File: src/rtl/riscv_seq_ctrl.sv
// Multicycle FETCH/DECODE/EXEC sequencer for the minimal RV32 core (ADDI, optional BNE).
// Define RISCV_SEQ_BNE_EN to decode and execute BNE; otherwise BRANCH is illegal.
module riscv_seq_ctrl #(
    parameter int              XLEN     = 32,
    parameter logic [XLEN-1:0] RESET_PC = '0
) (
    input  logic            clk,
    input  logic            reset,
    output logic            imem_req,
    output logic [XLEN-1:0] imem_addr,
    input  logic            imem_ack,
    input  logic [31:0]     imem_rdata,
    output logic [4:0]      rf_raddr1,
    output logic [4:0]      rf_raddr2,
    input  logic [XLEN-1:0] rf_rdata1,
    input  logic [XLEN-1:0] rf_rdata2,
    output logic            rf_we,
    output logic [4:0]      rf_waddr,
    output logic [XLEN-1:0] rf_wdata,
    output logic [XLEN-1:0] pc,
    output logic            retire,
    output logic            halted,
    output logic [1:0]      fault
);

    localparam logic [4:0] OPC_OPIMM  = 5'b00100;
    localparam logic [4:0] OPC_BRANCH = 5'b11000;
    localparam logic [2:0] F3_ADDI    = 3'b000;
    localparam logic [2:0] F3_BNE     = 3'b001;
    localparam logic [1:0] FAULT_ILLEGAL  = 2'b01;
    localparam logic [1:0] FAULT_MISALIGN = 2'b10;

    typedef enum logic [1:0] {S_FETCH, S_DECODE, S_EXEC, S_HALT} state_t;

    state_t          r_state;
    logic [XLEN-1:0] r_pc;
    logic [31:0]     r_instr;
    logic            r_imem_req;
    logic            r_halted;
    logic [1:0]      r_fault;
    logic            r_is_bne;

    logic            w_dec_addi;
    logic            w_dec_bne;
    logic [XLEN-1:0] w_imm_i;
    logic [XLEN-1:0] w_pc_plus4;
    logic [XLEN-1:0] w_br_target;
    logic            w_br_misaligned;
    logic            w_exec;

    assign w_dec_addi = (r_instr[1:0] == 2'b11) && (r_instr[6:2] == OPC_OPIMM)
                        && (r_instr[14:12] == F3_ADDI);
    assign w_imm_i    = {{(XLEN-12){r_instr[31]}}, r_instr[31:20]};
    assign w_pc_plus4 = r_pc + XLEN'(4);

`ifdef RISCV_SEQ_BNE_EN
    logic [XLEN-1:0] w_imm_b;

    assign w_dec_bne = (r_instr[1:0] == 2'b11) && (r_instr[6:2] == OPC_BRANCH)
                       && (r_instr[14:12] == F3_BNE);
    assign w_imm_b   = {{(XLEN-13){r_instr[31]}}, r_instr[31], r_instr[7],
                        r_instr[30:25], r_instr[11:8], 1'b0};
    assign w_br_target     = (rf_rdata1 != rf_rdata2) ? (r_pc + w_imm_b) : w_pc_plus4;
    assign w_br_misaligned = w_br_target[1];
`else
    logic w_unused_rdata2;

    assign w_dec_bne       = 1'b0;
    assign w_br_target     = w_pc_plus4;
    assign w_br_misaligned = 1'b0;
    assign w_unused_rdata2 = ^rf_rdata2;
`endif

    // EXEC-cycle strobes are decoded from state because the write data depends on
    // the combinational register-file read in that same cycle.
    assign w_exec   = (r_state == S_EXEC);
    assign rf_we    = w_exec && !r_is_bne && (r_instr[11:7] != 5'd0);
    assign retire   = w_exec && !(r_is_bne && w_br_misaligned);
    assign rf_wdata = rf_rdata1 + w_imm_i;
    assign rf_waddr = r_instr[11:7];

    assign rf_raddr1 = r_instr[19:15];
    assign rf_raddr2 = r_instr[24:20];
    assign imem_req  = r_imem_req;
    assign imem_addr = r_pc;
    assign pc        = r_pc;
    assign halted    = r_halted;
    assign fault     = r_fault;

    // NOTE: all state here uses non-blocking assignments so every register samples
    // pre-edge values; blocking assignments would make results order-dependent.
    always_ff @(posedge clk) begin
        if (reset) begin
            r_state    <= S_FETCH;
            r_pc       <= RESET_PC;
            r_instr    <= '0;
            r_imem_req <= 1'b0;
            r_halted   <= 1'b0;
            r_fault    <= 2'b00;
            r_is_bne   <= 1'b0;
        end else begin
            case (r_state)
                S_FETCH: begin
                    // The first FETCH cycle after reset only raises the request.
                    if (!r_imem_req) begin
                        r_imem_req <= 1'b1;
                    end else if (imem_ack) begin
                        r_instr    <= imem_rdata;
                        r_imem_req <= 1'b0;
                        r_state    <= S_DECODE;
                    end
                end
                S_DECODE: begin
                    if (w_dec_addi || w_dec_bne) begin
                        r_is_bne <= w_dec_bne;
                        r_state  <= S_EXEC;
                    end else begin
                        r_halted <= 1'b1;
                        r_fault  <= FAULT_ILLEGAL;
                        r_state  <= S_HALT;
                    end
                end
                S_EXEC: begin
                    if (r_is_bne && w_br_misaligned) begin
                        r_halted <= 1'b1;
                        r_fault  <= FAULT_MISALIGN;
                        r_state  <= S_HALT;
                    end else begin
                        r_pc       <= r_is_bne ? w_br_target : w_pc_plus4;
                        r_imem_req <= 1'b1;
                        r_state    <= S_FETCH;
                    end
                end
                S_HALT: begin
                    r_state <= S_HALT;
                end
                default: begin
                    r_state <= S_HALT;
                end
            endcase
        end
    end

endmodule

File: config.mk
export PLATFORM = sky130hd
export DESIGN_NAME = riscv_seq_ctrl
export DESIGN_NICKNAME = d
export VERILOG_FILES = /design/src/rtl/riscv_seq_ctrl.sv
export SDC_FILE = /design/constraint.sdc
export NUM_CORES = 1
export LEC_CHECK = 0
export ABC_AREA = 1
export CAP_MARGIN = 20
export CORE_MARGIN = 5
export CORE_UTILIZATION = 40
export DETAILED_ROUTE_END_ITERATION = 6
export PLACE_DENSITY = 0.74
export SYNTH_ARGS = -nofsm -noshare
export SYNTH_HDL_FRONTEND = slang
export SYNTH_SLANG_ARGS = --single-unit
File: constraint.sdc
create_clock -name clk -period 3.16 [get_ports clk]
set_input_delay 0.632 -clock clk [delete_from_list [all_inputs] [get_ports clk]]
set_output_delay 0.632 -clock clk [all_outputs]
set_load 0.01 [all_outputs]
Yosys cells after proc, flatten, opt, wreduce, memory -nomap -nowiden. Cells that the tools add are included.

Reduce and logical (&&, ||, !) cells: 10. Bitwise operators: 1. $add $sub $neg: 2. Eq/ne operators: 7. Muxes and demuxes: 7.

Operators by type and width (count): adder 32 x 3 -> 32 bit, second input constant (1); adder 32 bit (1); one-hot mux 2 bit (4 select lines) (1); == test 2 bit, second input constant (3); == test 5 x 3 -> 1 bit, second input constant (1); nonzero test 5 bit (1); two-way mux 2 bit (2); != test 2 bit, second input constant (2); AND reduction 2 bit (2); logical AND 1 bit (3); logical NOT 3 bit (1); two-way mux 1 bit (3); AND reduction 3 bit (1); == test 2 x 1 -> 1 bit, second input constant (1); logical NOT 2 bit (1); one-hot mux 1 bit (2 select lines) (1); nonzero test 2 bit (1); NOT 1 bit (1).

Logic and storage cells: 32. Bits in registers: 68. Input port bits: 99.

Logic depth before layout (Yosys ltp). Gate-level depths: netlist (run 1).

Depth in word-level cells: 5. Depth in mapped cells: 12.

Worst setup path after synthesis (run 1). OpenSTA, ideal clock, no wires.

Kind: in2out. Start: input port rf_rdata1[0]. End: output port rf_wdata[28]. Arrival: 1.988 ns. Cell stages on the path: 12. Setup slack: 0.540 ns. Cells stage by stage: ha_1 -> fa_1 -> nand3_1 -> nand3_1 -> nand2_1 -> nand2_1 -> nand2_1 -> nand2_1 -> nand2_1 -> nand2_1 -> nand2_1 -> nand2_1.

Word-level cells in the longest chain between the ends: 1.

RTL lines: start: declaration (RTL line 15) `input logic [XLEN-1:0] rf_rdata1,`; adder 32 bit (RTL line 79) `assign rf_wdata = rf_rdata1 + w_imm_i;`; end: declaration (RTL line 19) `output logic [XLEN-1:0] rf_wdata,`.

No other way between the ends.

Worst setup path in the final report (run 1).
Start: input port rf_rdata1[20]. End: output port rf_wdata[29].

The elaborated chain is that of the path after synthesis.

==> results.toml, run 1 <==
[drt]
drtPass1Iterations = 5
dr.first_iter.drc_count = 370
drc_errors = 0
wl_um = 16300
route.vias.total = 6090
number_of_antenna_violating_nets_in_the_routed_design = 0
detail_route.vias_per_cell = 4.70
wire_per_inst_um = 12.6

[timing]
max-slew-margin-rel = 0.404
hold_viol = 0
final_period_minus_worst_setup_slack_ns = 3.13
fin_hold_ws_ns = 0.455
finalClockSkew_ns = 0.00829
final-max-slew-violation-count = 0
finalCritPeriodShare = 0.991
setup_viol = 0
postLayoutSetupSlackWorst_ns = 0.0286
rsz_0062_raised_after_global_routing = "yes"
worst_pin_slew_ns = 0.892
max_freq_mhz = 319
fin_setup_tns_ns = 0

[logic_synthesis]
ys_seq_area_frac = 0.236
synth-edff-count = 0
syn-cell-area_um2 = 5610
yosys-top-cells-count = "nand2_1 (271), inv_1 (178), nor2_1 (77)"
synth.avg_cell_area_um2 = 6.06
synth.most_common_cell = "nand2_1"
post-synth-top-area-cell = "dfxtp_1"
async_flop_share = 0
netlist.area_leader.share = 0.236
post_synth_main_area_contributors = "dfxtp_1 (24%), nand2_1 (18%), inv_1 (12%)"
synth_seq_cells = 66
ys.flop_type = "dfxtp_1"
postSynthCellCount = 925
post_synth_num_cell_types = 41
synthesis.yosys.warnings = 0

[critical_path]
worst-endpoint-arrival_ns = 2.50
worstSetupStartpoint = "rf_rdata1[20]"
worst-r2r-cell-count = 3
worst_ep_required_time_ns = 2.53
worstReg2RegEnd = "r_instr[21]"
critical_path.endpoint = "rf_wdata[29]"
worstReg2RegStart = "r_state[1]"
criticalPathCategory = "input port to primary output"
critical_path_peak_fanout = 4
rrSetupSlack_ns = 1.41
cp-start-kind = "input port"
end_kind = "primary output"

[grt]
first_global_vias = 5699
grt.met2_usage = 0.314
top_usage_layer = "met2"
grt_max_degree = 57
groute.layer.met3.usage = 0.0403
grt_pass1_wl_um = 25900
antenna_violations_before_repair = 0
globalRouteOverflowTotal = 0
use_met1 = 0.250
groute.usage.overall = 0.189

[clock_tree]
cts_max_path_buffers = 2
cts.clk_slew.worst_paths_ns = 0.05
htreeDepth = 3
clk_latency_worst_skew_pair_ns = 0.33
cts_inserted_buffers = 9
cts_tree = "done"
tritoncts_num_sinks = 66
cts-root-buf = "clkbuf_16"

[placed_design]
port-buffer-count = 178
dpl-instance-area_um2 = 7580
place.gp.congestion = 0.854
dp.final_hpwl_um = 12300
place_ws_ns = -0.513

[power_and_ir_drop]
reported_leakage_power_uw = 0.00426
cellPowerDensity_nw_per_um2 = 321
power.ir.vdd_worst_mv = 0.217

[min_path]
hold_path.class = "flip-flop to flip-flop"

[die]
num_io_pins = 216
dieArea_um2 = 16500
core_um2 = 13800
number_of_core_rows = 43
die_w_um = 128
die_height_um = 128
initial_core_utilization = 0.405

[finish]
area_delta_synth_final_pct = 50.0
final_cell_area_um2 = 8410
design.final.nets = 1245
layout_cell_share_with_drive_strength_beyond_1 = 0.177
final_core_utilization = 0.608
fillerInstances = 1222
antenna-diode-count = 0

[run_status]
status = "finished, final reports clean"

[flow_run]
maxCapViolations = 0
[worst max-delay path, stage by stage]
cell and delay, ns:
clkdlybuf4s50_1 0.55, ha_4 0.24, nand2_1 0.11, inv_1 0.05, a21oi_1 0.18, nand2_1 0.11
a21oi_1 0.17, nand2_1 0.07, nand2_1 0.05, nand2_1 0.05, dlygate4sd2_1 0.28
[flip-flops by register name (all words and copies together), names as in the netlist]
signal	count
imem_addr	30
r_instr	32
imem_req	1
fault	1
r_state	2
[what timing repair did]
action | 4_1_cts | 5_1_grt
hold buffers | 0 | 0
setup endpoints to repair | 29 | 25
pin swaps | 13 | 5
setup buffers | 4 | 4
gates resized for setup | 111 | 55
endpoints found under the hold margin | 0 | 0
[per-layer routing]
layer	share of wire	up-vias
met5	0	-
met4	0.016	0
met3	0.057	19
met2	0.48	184
met1	0.45	2718
li1	-	3169
[where the power goes]
part	total, uW	switching, uW	internal [uW]
registers	894	27.4	867
logic	880	440	440
clock network	927	343	584
total	2700	810	1890
[how the worst min path moves through the flow]
stage | slack (ns) | startpoint | cells after the start | end
after floorplan | 0.43 | r_instr[0] | 2 | r_instr[0]
after global placement | 0.44 | r_instr[1] | 2 | r_instr[1]
after CTS | 0.46 | r_instr[4] | 2 | r_instr[4]
final | 0.46 | r_instr[1] | 2 | r_instr[1]
after global routing | 0.49 | r_instr[9] | 2 | r_instr[9]
after detailed placement | 0.45 | r_instr[4] | 2 | r_instr[4]
[kinds of logic after synthesis]
logic type,count (synthesis),share of synthesized area
AO/OA/AOI/OAI,98,0.0926
XOR/XNOR,19,0.0297
adder cells (fa/ha/maj),33,0.0750
buffers and inverters,245,0.200
flip-flops,66,0.236
other,1,0.000669
AND/OR/NAND/NOR,463,0.367
[metrics by stage]
step | cells | total power [uW]
2_1_floorplan | 929 | 1320
3_3_place_gp | 1274 | 1710
3_5_place_dp | 1274 | 1720
4_1_cts | 1292 | 2670
5_1_grt | 1296 | 2850
6_report | 1296 | 2700
[layout make-up]
class                   instances  area, um2  share of cell area
clock buffers                  12        267              0.0317
clock inverters                 2       12.5             0.00149
inverters                     181        679              0.0808
multi-input cells             618       3670               0.437
flip-flops and latches         66       1320               0.157
well taps                     180        225              0.0268
repair buffers                237       2230               0.265
[layout by cell type (no fill, tap or decap), types with 4 or more instances in the layout]
| cell | synthesis | layout |
|---|---|---|
| ha_4 | 0 | 22 |
| inv_2 | 3 | 4 |
| nor3_1 | 11 | 8 |
| a21oi_2 | 0 | 8 |
| conb_1 | 1 | 5 |
| o21ai_0 | 44 | 44 |
| clkbuf_16 | 0 | 9 |
| nor2_2 | 1 | 10 |
| ha_1 | 32 | 7 |
| dlymetal6s2s_1 | 0 | 11 |
| nor2_4 | 4 | 4 |
| xor2_1 | 16 | 13 |
| buf_6 | 0 | 5 |
| nand3_2 | 3 | 8 |
| dfxtp_1 | 66 | 66 |
| nand3_1 | 65 | 58 |
| nand2_1 | 271 | 247 |
| nand2_4 | 4 | 5 |
| nor3_2 | 1 | 4 |
| a21oi_1 | 42 | 34 |
| nand2_2 | 4 | 27 |
| inv_1 | 178 | 177 |
| nor2_1 | 77 | 68 |
| nand4_1 | 9 | 9 |
| clkdlybuf4s50_1 | 0 | 139 |
| dlygate4sd2_1 | 0 | 12 |
| buf_2 | 4 | 7 |
| buf_4 | 52 | 53 |
| o21ai_1 | 4 | 4 |
(Power assumes the default switching activity.)
==> run 2: changes to the inputs <==
--- a/config.mk
+++ b/config.mk
@@ -10,6 +10,7 @@
 export CORE_MARGIN = 5
 export CORE_UTILIZATION = 40
 export DETAILED_ROUTE_END_ITERATION = 6
+export GPL_ROUTABILITY_DRIVEN = 0
 export PLACE_DENSITY = 0.74
 export SYNTH_ARGS = -nofsm -noshare
 export SYNTH_HDL_FRONTEND = slang
==> results of run 2 <==
The final DEF is identical to that of run 1; final timing and power are the same.
==> run 3: changes to the inputs <==
--- a/config.mk
+++ b/config.mk
@@ -12,6 +12,7 @@
 export DETAILED_ROUTE_END_ITERATION = 6
 export GPL_ROUTABILITY_DRIVEN = 0
 export PLACE_DENSITY = 0.74
+export SLEW_MARGIN = 20
 export SYNTH_ARGS = -nofsm -noshare
 export SYNTH_HDL_FRONTEND = slang
 export SYNTH_SLANG_ARGS = --single-unit
==> results of run 3 <==
The final DEF is identical to that of run 1; final timing and power are the same.
